===== config.mk =====
export PLATFORM = sky130hd
export DESIGN_NAME = multiplier_output_pipeline_flat
export DESIGN_NICKNAME = d
export VERILOG_FILES = /design/src/rtl/multiplier_output_pipeline_if.sv /design/src/rtl/multiplier_output_pipeline.sv /design/src/flat_wrapper.sv
export SDC_FILE = /design/constraint.sdc
export NUM_CORES = 1
export LEC_CHECK = 0
export ABC_AREA = 1
export CORE_MARGIN = 2
export CORE_UTILIZATION = 54
export CTS_CLUSTER_SIZE = 40
export DETAILED_ROUTE_END_ITERATION = 8
export DONT_BUFFER_PORTS = 1
export PLACE_DENSITY = 0.71
export SYNTH_ARGS = -nofsm -noshare
export SYNTH_HDL_FRONTEND = slang
export SYNTH_SLANG_ARGS = --single-unit
export TNS_END_PERCENT = 5

===== constraint.sdc =====
create_clock -name clk -period 1.96 [get_ports clk]
set_input_delay 0.588 -clock clk [delete_from_list [all_inputs] [get_ports clk]]
set_output_delay 0.588 -clock clk [all_outputs]
set_load 0.01 [all_outputs]

===== src/rtl/multiplier_output_pipeline_if.sv =====
`default_nettype none
// +----------------------------------------------------------------------------+
// | Module  : multiplier_output_pipeline_if                                    |
// | Brief   : Data/control bundle between multiplier, output pipeline and ALU. |
// | Revision: 1.0                                                              |
// +----------------------------------------------------------------------------+
interface multiplier_output_pipeline_if #(
  parameter int M_WIDTH    = 90,
  parameter int SIMD_WIDTH = 16
);
  logic [M_WIDTH-1:0]    M_temp;
  logic [SIMD_WIDTH-1:0] result_SIMD_carry;
  logic                  in_valid;
  logic                  RSTM;
  logic                  CEM;
  logic [M_WIDTH-1:0]    M;
  logic [SIMD_WIDTH-1:0] M_SIMD;
  logic                  out_valid;

  modport master (
    output M_temp, result_SIMD_carry, in_valid, RSTM, CEM,
    input  M, M_SIMD, out_valid
  );

  modport slave (
    input  M_temp, result_SIMD_carry, in_valid, RSTM, CEM,
    output M, M_SIMD, out_valid
  );
endinterface
`default_nettype wire


===== src/rtl/multiplier_output_pipeline.sv =====
`default_nettype none
// +----------------------------------------------------------------------------+
// | Module  : multiplier_output_pipeline                                       |
// | Brief   : 0..MAX_STAGES scan-configured register levels after multiplier.  |
// |           Optional MOP_HOLD_CNT_EN adds a stall counter output hold_cnt.   |
// | Revision: 1.0                                                              |
// +----------------------------------------------------------------------------+
module multiplier_output_pipeline #(
  parameter int M_WIDTH    = 90,
  parameter int SIMD_WIDTH = 16,
  parameter int MAX_STAGES = 2,
  parameter int DEPTH_BITS = 2
) (
  input  wire logic                   clk,
  input  wire logic                   rst_n,
  multiplier_output_pipeline_if.slave bus,
  input  wire logic                   configuration_input,
  input  wire logic                   configuration_enable,
  output logic                        configuration_output
`ifdef MOP_HOLD_CNT_EN
  ,
  output logic [7:0]                  hold_cnt
`endif
);

  localparam int                    c_cfg_w     = DEPTH_BITS + 2;
  localparam logic [DEPTH_BITS-1:0] c_max_depth = DEPTH_BITS'(MAX_STAGES);

  logic [c_cfg_w-1:0]    r_cfg;
  logic [DEPTH_BITS-1:0] w_mdepth;
  logic [DEPTH_BITS-1:0] w_depth;
  logic                  w_rst;
  logic                  w_ce;

  logic [M_WIDTH-1:0]    r_data  [1:MAX_STAGES];
  logic [SIMD_WIDTH-1:0] r_simd  [1:MAX_STAGES];
  logic                  r_valid [1:MAX_STAGES];

  logic [M_WIDTH-1:0]    w_m;
  logic [SIMD_WIDTH-1:0] w_m_simd;
  logic                  w_out_valid;

  // Scan chain: first bit shifted in ends up in the MSB (depth field).
  always_ff @(posedge clk or negedge rst_n) begin
    if (!rst_n) begin
      r_cfg <= '0;
    end else if (configuration_enable) begin
      r_cfg <= {r_cfg[c_cfg_w-2:0], configuration_input};
    end
  end

  assign configuration_output = r_cfg[c_cfg_w-1];
  assign w_mdepth = r_cfg[c_cfg_w-1:2];
  assign w_rst    = bus.RSTM ^ r_cfg[0];
  assign w_ce     = bus.CEM  ^ r_cfg[1];
  assign w_depth  = (w_mdepth > c_max_depth) ? c_max_depth : w_mdepth;

  // Every stage shifts on ce regardless of the selected depth.
  always_ff @(posedge clk or negedge rst_n) begin
    if (!rst_n) begin
      for (int k = 1; k <= MAX_STAGES; k++) begin
        r_data[k]  <= '0;
        r_simd[k]  <= '0;
        r_valid[k] <= 1'b0;
      end
    end else if (w_rst) begin
      for (int k = 1; k <= MAX_STAGES; k++) begin
        r_data[k]  <= '0;
        r_simd[k]  <= '0;
        r_valid[k] <= 1'b0;
      end
    end else if (w_ce) begin
      r_data[1]  <= bus.M_temp;
      r_simd[1]  <= bus.result_SIMD_carry;
      r_valid[1] <= bus.in_valid;
      for (int k = 2; k <= MAX_STAGES; k++) begin
        r_data[k]  <= r_data[k-1];
        r_simd[k]  <= r_simd[k-1];
        r_valid[k] <= r_valid[k-1];
      end
    end
  end

  always_comb begin
    w_m         = bus.M_temp;
    w_m_simd    = bus.result_SIMD_carry;
    w_out_valid = bus.in_valid;
    for (int k = 1; k <= MAX_STAGES; k++) begin
      if (w_depth == DEPTH_BITS'(k)) begin
        w_m         = r_data[k];
        w_m_simd    = r_simd[k];
        w_out_valid = r_valid[k];
      end
    end
  end

  assign bus.M         = w_m;
  assign bus.M_SIMD    = w_m_simd;
  assign bus.out_valid = w_out_valid;

`ifdef MOP_HOLD_CNT_EN
  logic [7:0] r_hold_cnt;

  // Counts edges on which a valid registered result is being stalled.
  always_ff @(posedge clk or negedge rst_n) begin
    if (!rst_n) begin
      r_hold_cnt <= 8'd0;
    end else if (w_rst || w_ce) begin
      r_hold_cnt <= 8'd0;
    end else if (w_out_valid && (w_depth != '0) && (r_hold_cnt != 8'hFF)) begin
      r_hold_cnt <= r_hold_cnt + 8'd1;
    end
  end

  assign hold_cnt = r_hold_cnt;
`endif

endmodule
`default_nettype wire


===== src/flat_wrapper.sv =====
// flat-port wrapper written by rule: the top's interface ports become plain ports
module multiplier_output_pipeline_flat 
#(
  parameter int M_WIDTH    = 90,
  parameter int SIMD_WIDTH = 16,
  parameter int MAX_STAGES = 2,
  parameter int DEPTH_BITS = 2
)
  (clk, rst_n, configuration_input, configuration_enable, configuration_output, bus_M_temp, bus_result_SIMD_carry, bus_in_valid, bus_RSTM, bus_CEM, bus_M, bus_M_SIMD, bus_out_valid);
  multiplier_output_pipeline_if #(.M_WIDTH(M_WIDTH), .SIMD_WIDTH(SIMD_WIDTH)) bus_i ();
  input  wire logic clk;
  input  wire logic rst_n;
  input  wire logic configuration_input;
  input  wire logic configuration_enable;
  output logic configuration_output;
  input wire logic [$bits(bus_i.M_temp)-1:0] bus_M_temp;
  input wire logic [$bits(bus_i.result_SIMD_carry)-1:0] bus_result_SIMD_carry;
  input wire logic [$bits(bus_i.in_valid)-1:0] bus_in_valid;
  input wire logic [$bits(bus_i.RSTM)-1:0] bus_RSTM;
  input wire logic [$bits(bus_i.CEM)-1:0] bus_CEM;
  output wire logic [$bits(bus_i.M)-1:0] bus_M;
  output wire logic [$bits(bus_i.M_SIMD)-1:0] bus_M_SIMD;
  output wire logic [$bits(bus_i.out_valid)-1:0] bus_out_valid;
  assign bus_i.M_temp = bus_M_temp;
  assign bus_i.result_SIMD_carry = bus_result_SIMD_carry;
  assign bus_i.in_valid = bus_in_valid;
  assign bus_i.RSTM = bus_RSTM;
  assign bus_i.CEM = bus_CEM;
  assign bus_M = bus_i.M;
  assign bus_M_SIMD = bus_i.M_SIMD;
  assign bus_out_valid = bus_i.out_valid;
  multiplier_output_pipeline #(.M_WIDTH(M_WIDTH), .SIMD_WIDTH(SIMD_WIDTH), .MAX_STAGES(MAX_STAGES), .DEPTH_BITS(DEPTH_BITS)) u_core (.clk(clk), .rst_n(rst_n), .bus(bus_i), .configuration_input(configuration_input), .configuration_enable(configuration_enable), .configuration_output(configuration_output));
endmodule

==> results.yml <==
status:
  outcome: "complete, but fails checks"
  violations: "negative hold slack, negative setup slack"
pwr:
  power.density_mw_per_mm2: 976
  combPwrFrac_pct: 24.4
  power.switching_mw: 4.05
  ir_worst_vdd_mv: 0.973
  p_int_mw: 8.61
  p_seq_share_pct: 39.5
  sw_frac_of_total_pct: 32.0
  pwr-share-clk_pct: 36.1
  leakage_nw: 6.53
floorplanning:
  ioPinCount: 221
  initial_utilization_pct: 54.8
  die_h_um: 147
  die_w_um: 147
  coreArea_sq_mm: 0.0202
  die_area_sq_mm: 0.0216
  num_rows: 52
synth:
  dominantRegCellSynth: "dfrtp_1"
  synth-seq-area-share_pct: 49.3
  synth_cell_types: 17
  ys_ff_latch: 218
  yosysWarnings: 0
  yosysTopAreaCell: "dfrtp_1"
  synth-edff-count: 0
  synth_cells: 1450
  syn_area_per_cell_sq_um: 7.63
  ys_top_cells_by_area: "dfrtp_1 49%, nand3_1 19%, nand2_1 11%"
  ys_async_sr_fraction_pct: 100
  syn_nets: 1563
  yosys-top-cells-count: "428 x nand3_1, 332 x nand2_1, 218 x dfrtp_1"
  synth_most_common_cell: "nand3_1"
  synth_top_area_share_pct: 49.3
  syn-cell-area_sq_mm: 0.0111
cts:
  clock_sink_count: 218
  clockRootBuffer: "clkbuf_16"
  cts_made_buffers: 25
  cts_htree_levels: 1
  cts_tree: "yes"
  clkTransAtPathRegs_ns: 0.06
  clock_latency_ns: 0.51
  cts_buffer_depth: 3
placed_design:
  dpl.cell_count: 1638
  place_area_sq_mm: 0.0114
  place.gp.congestion: 0.838
  port_buffers: 0
  hpwl_um: 16400
routing:
  drtAntennaViolNets: 0
  vias_per_cell: 6.02
  drtPass1Iterations: 5
  drc: 0
  dr.first_iter.drc_count: 953
  wl_per_cell_um: 18.3
  vias: 10233
  wl_um: 31000
cells_and_area:
  finish.utilization_pct: 64.3
  diodes: 0
  syn2layout_area_growth_pct: 17.3
  stdcell_area_sq_mm: 0.0130
  fin_cells: 1701
  nets: 1526
  drive_gt1_share_pct: 14.5
timing:
  whs_ns: -0.230
  rsz0062_at_grt: "yes"
  hold_violations: 218
  setup_ws_ns: -0.353
  fin_skew_ns: 0.0177
  slew_violations: 0
  fin_crit_ns: 2.31
  tightest_slew_ns: 0.388
  max_slew_margin_pct: 74.1
  fin_crit_sh_pct: 118
  setup_viol: 108
  fmax_mhz: 432
worst_setup_path:
  r2r_end: "u_core.r_data[69]"
  startpoint: "u_core.r_cfg[3]"
  worstPathArrival_ns: 1.72
  ff2ff_path_depth: 6
  r2r-start: "u_core.r_cfg[1]"
  required_ns: 1.37
  end_kind: "primary output"
  path_max_fanout: 7
  reg2reg_setup_slack_ns: 0.44
  start_kind: "flop"
  critical_path_class: "flop to primary output"
  endpoint: "bus_M[80]"
global_route:
  grt_pass1_vias: 9384
  busiest_layer: "met2"
  use_met1_pct: 39.5
  use_met2_pct: 42.8
  grt_usage_pct: 27.3
  grt_start_max_net_pins: 219
  grtUsageMet3_pct: 4.44
  antenna_found_initial: 0
  grt_pass1_wl_um: 48900
  grt_overflow: 0
flow_run:
  max_cap_viol_count: 0
worst_hold_path:
  hp-class: "input port to async pin"
-- how the worst min path moves through the flow --
stage | startpoint | endpoint | slack (ns) | depth (start not counted)
2_1_floorplan | rst_n | u_core.r_cfg[0] | 0.29 | 0
3_5_place_dp | rst_n | u_core.r_data[71] | 0.30 | 0
6_report | rst_n | u_core.r_data[77] | -0.23 | 0
5_1_grt | rst_n | u_core.r_data[71] | -0.24 | 0
3_3_place_gp | rst_n | u_core.r_data[71] | 0.30 | 0
4_1_cts | rst_n | u_core.r_data[77] | -0.24 | 0
-- cell usage in the layout, fill, tap and decap left out, drive strengths merged --
cell / instances
inv: 5
buf: 72
clkinv: 7
clkinvlp: 1
nand2: 334
bufinv: 1
o21ai: 218
dfrtp: 218
nor2: 107
nand3: 428
clkbuf: 40
-- stage by stage --
stage	setup slack, ns	hold WS (ns)	TNS (ns)	total power [mW]
3_5_place_dp	0.0547	0.299	0	7.55
5_1_grt	-0.391	-0.241	-37.61	13.2
4_1_cts	-0.380	-0.243	-33.99	12.5
6_report	-0.353	-0.230	-31.04	12.7
2_1_floorplan	0.132	0.292	0	6.83
3_3_place_gp	0.0839	0.299	0	7.51
-- cell families after synthesis --
| logic type | synth area share [%] |
|---|---|
| AOI/OAI and AO/OA | 9.87 |
| DFF | 49.3 |
| and+or+nand+nor | 34.4 |
| buffers and inverters | 6.42 |
-- sequential cells by signal, summed over array words and instances (netlist names) --
signal and cells:
u_core.r_simd 32, u_core.r_data 180, u_core.r_valid 2, u_core.r_cfg 4
-- power groups by stage --
stage / sequential (mW) / combinational [mW] / clock [mW]
global placement: 5.06 / 2.45 / 0
finish: 5.01 / 3.09 / 4.56
detailed placement: 5.07 / 2.49 / 0
floorplan: 5.01 / 1.82 / 0
global route: 5.04 / 3.34 / 4.82
CTS: 5.00 / 2.86 / 4.64
-- worst max-delay path, cell delays in order, from the launching register on --
cell       delay, ns
dfrtp_4         0.51
clkinv_8        0.12
buf_6           0.12
clkbuf_16       0.15
o21ai_0         0.11
o21ai_2         0.20
-- cell type report --
cell class,instances,area [sq um]
flip-flops and latches,218,5460
well taps,270,338
clock inverters,8,67.6
fillers,1750,7200
repair buffers,75,1080
clock buffers,37,741
inverters,6,40.0
multi-input cells,1087,5250
-- per-layer routing --
metal,vias to the layer above,wire length (um)
met1,4890,13000
met2,460,14700
li1,4833,-
met3,50,2700
met4,0,702
met5,-,0
-- timing repair --
item | in CTS | in global routing
gates resized for setup | 136 | 78
setup endpoints to repair | 108 | 108
gates cloned | 6 | 5
setup buffers | 4 | 4
pin swaps | 24 | 41
endpoints found under the hold margin | 218 | 218
Note: power is estimated with default switching activity, not from simulation.
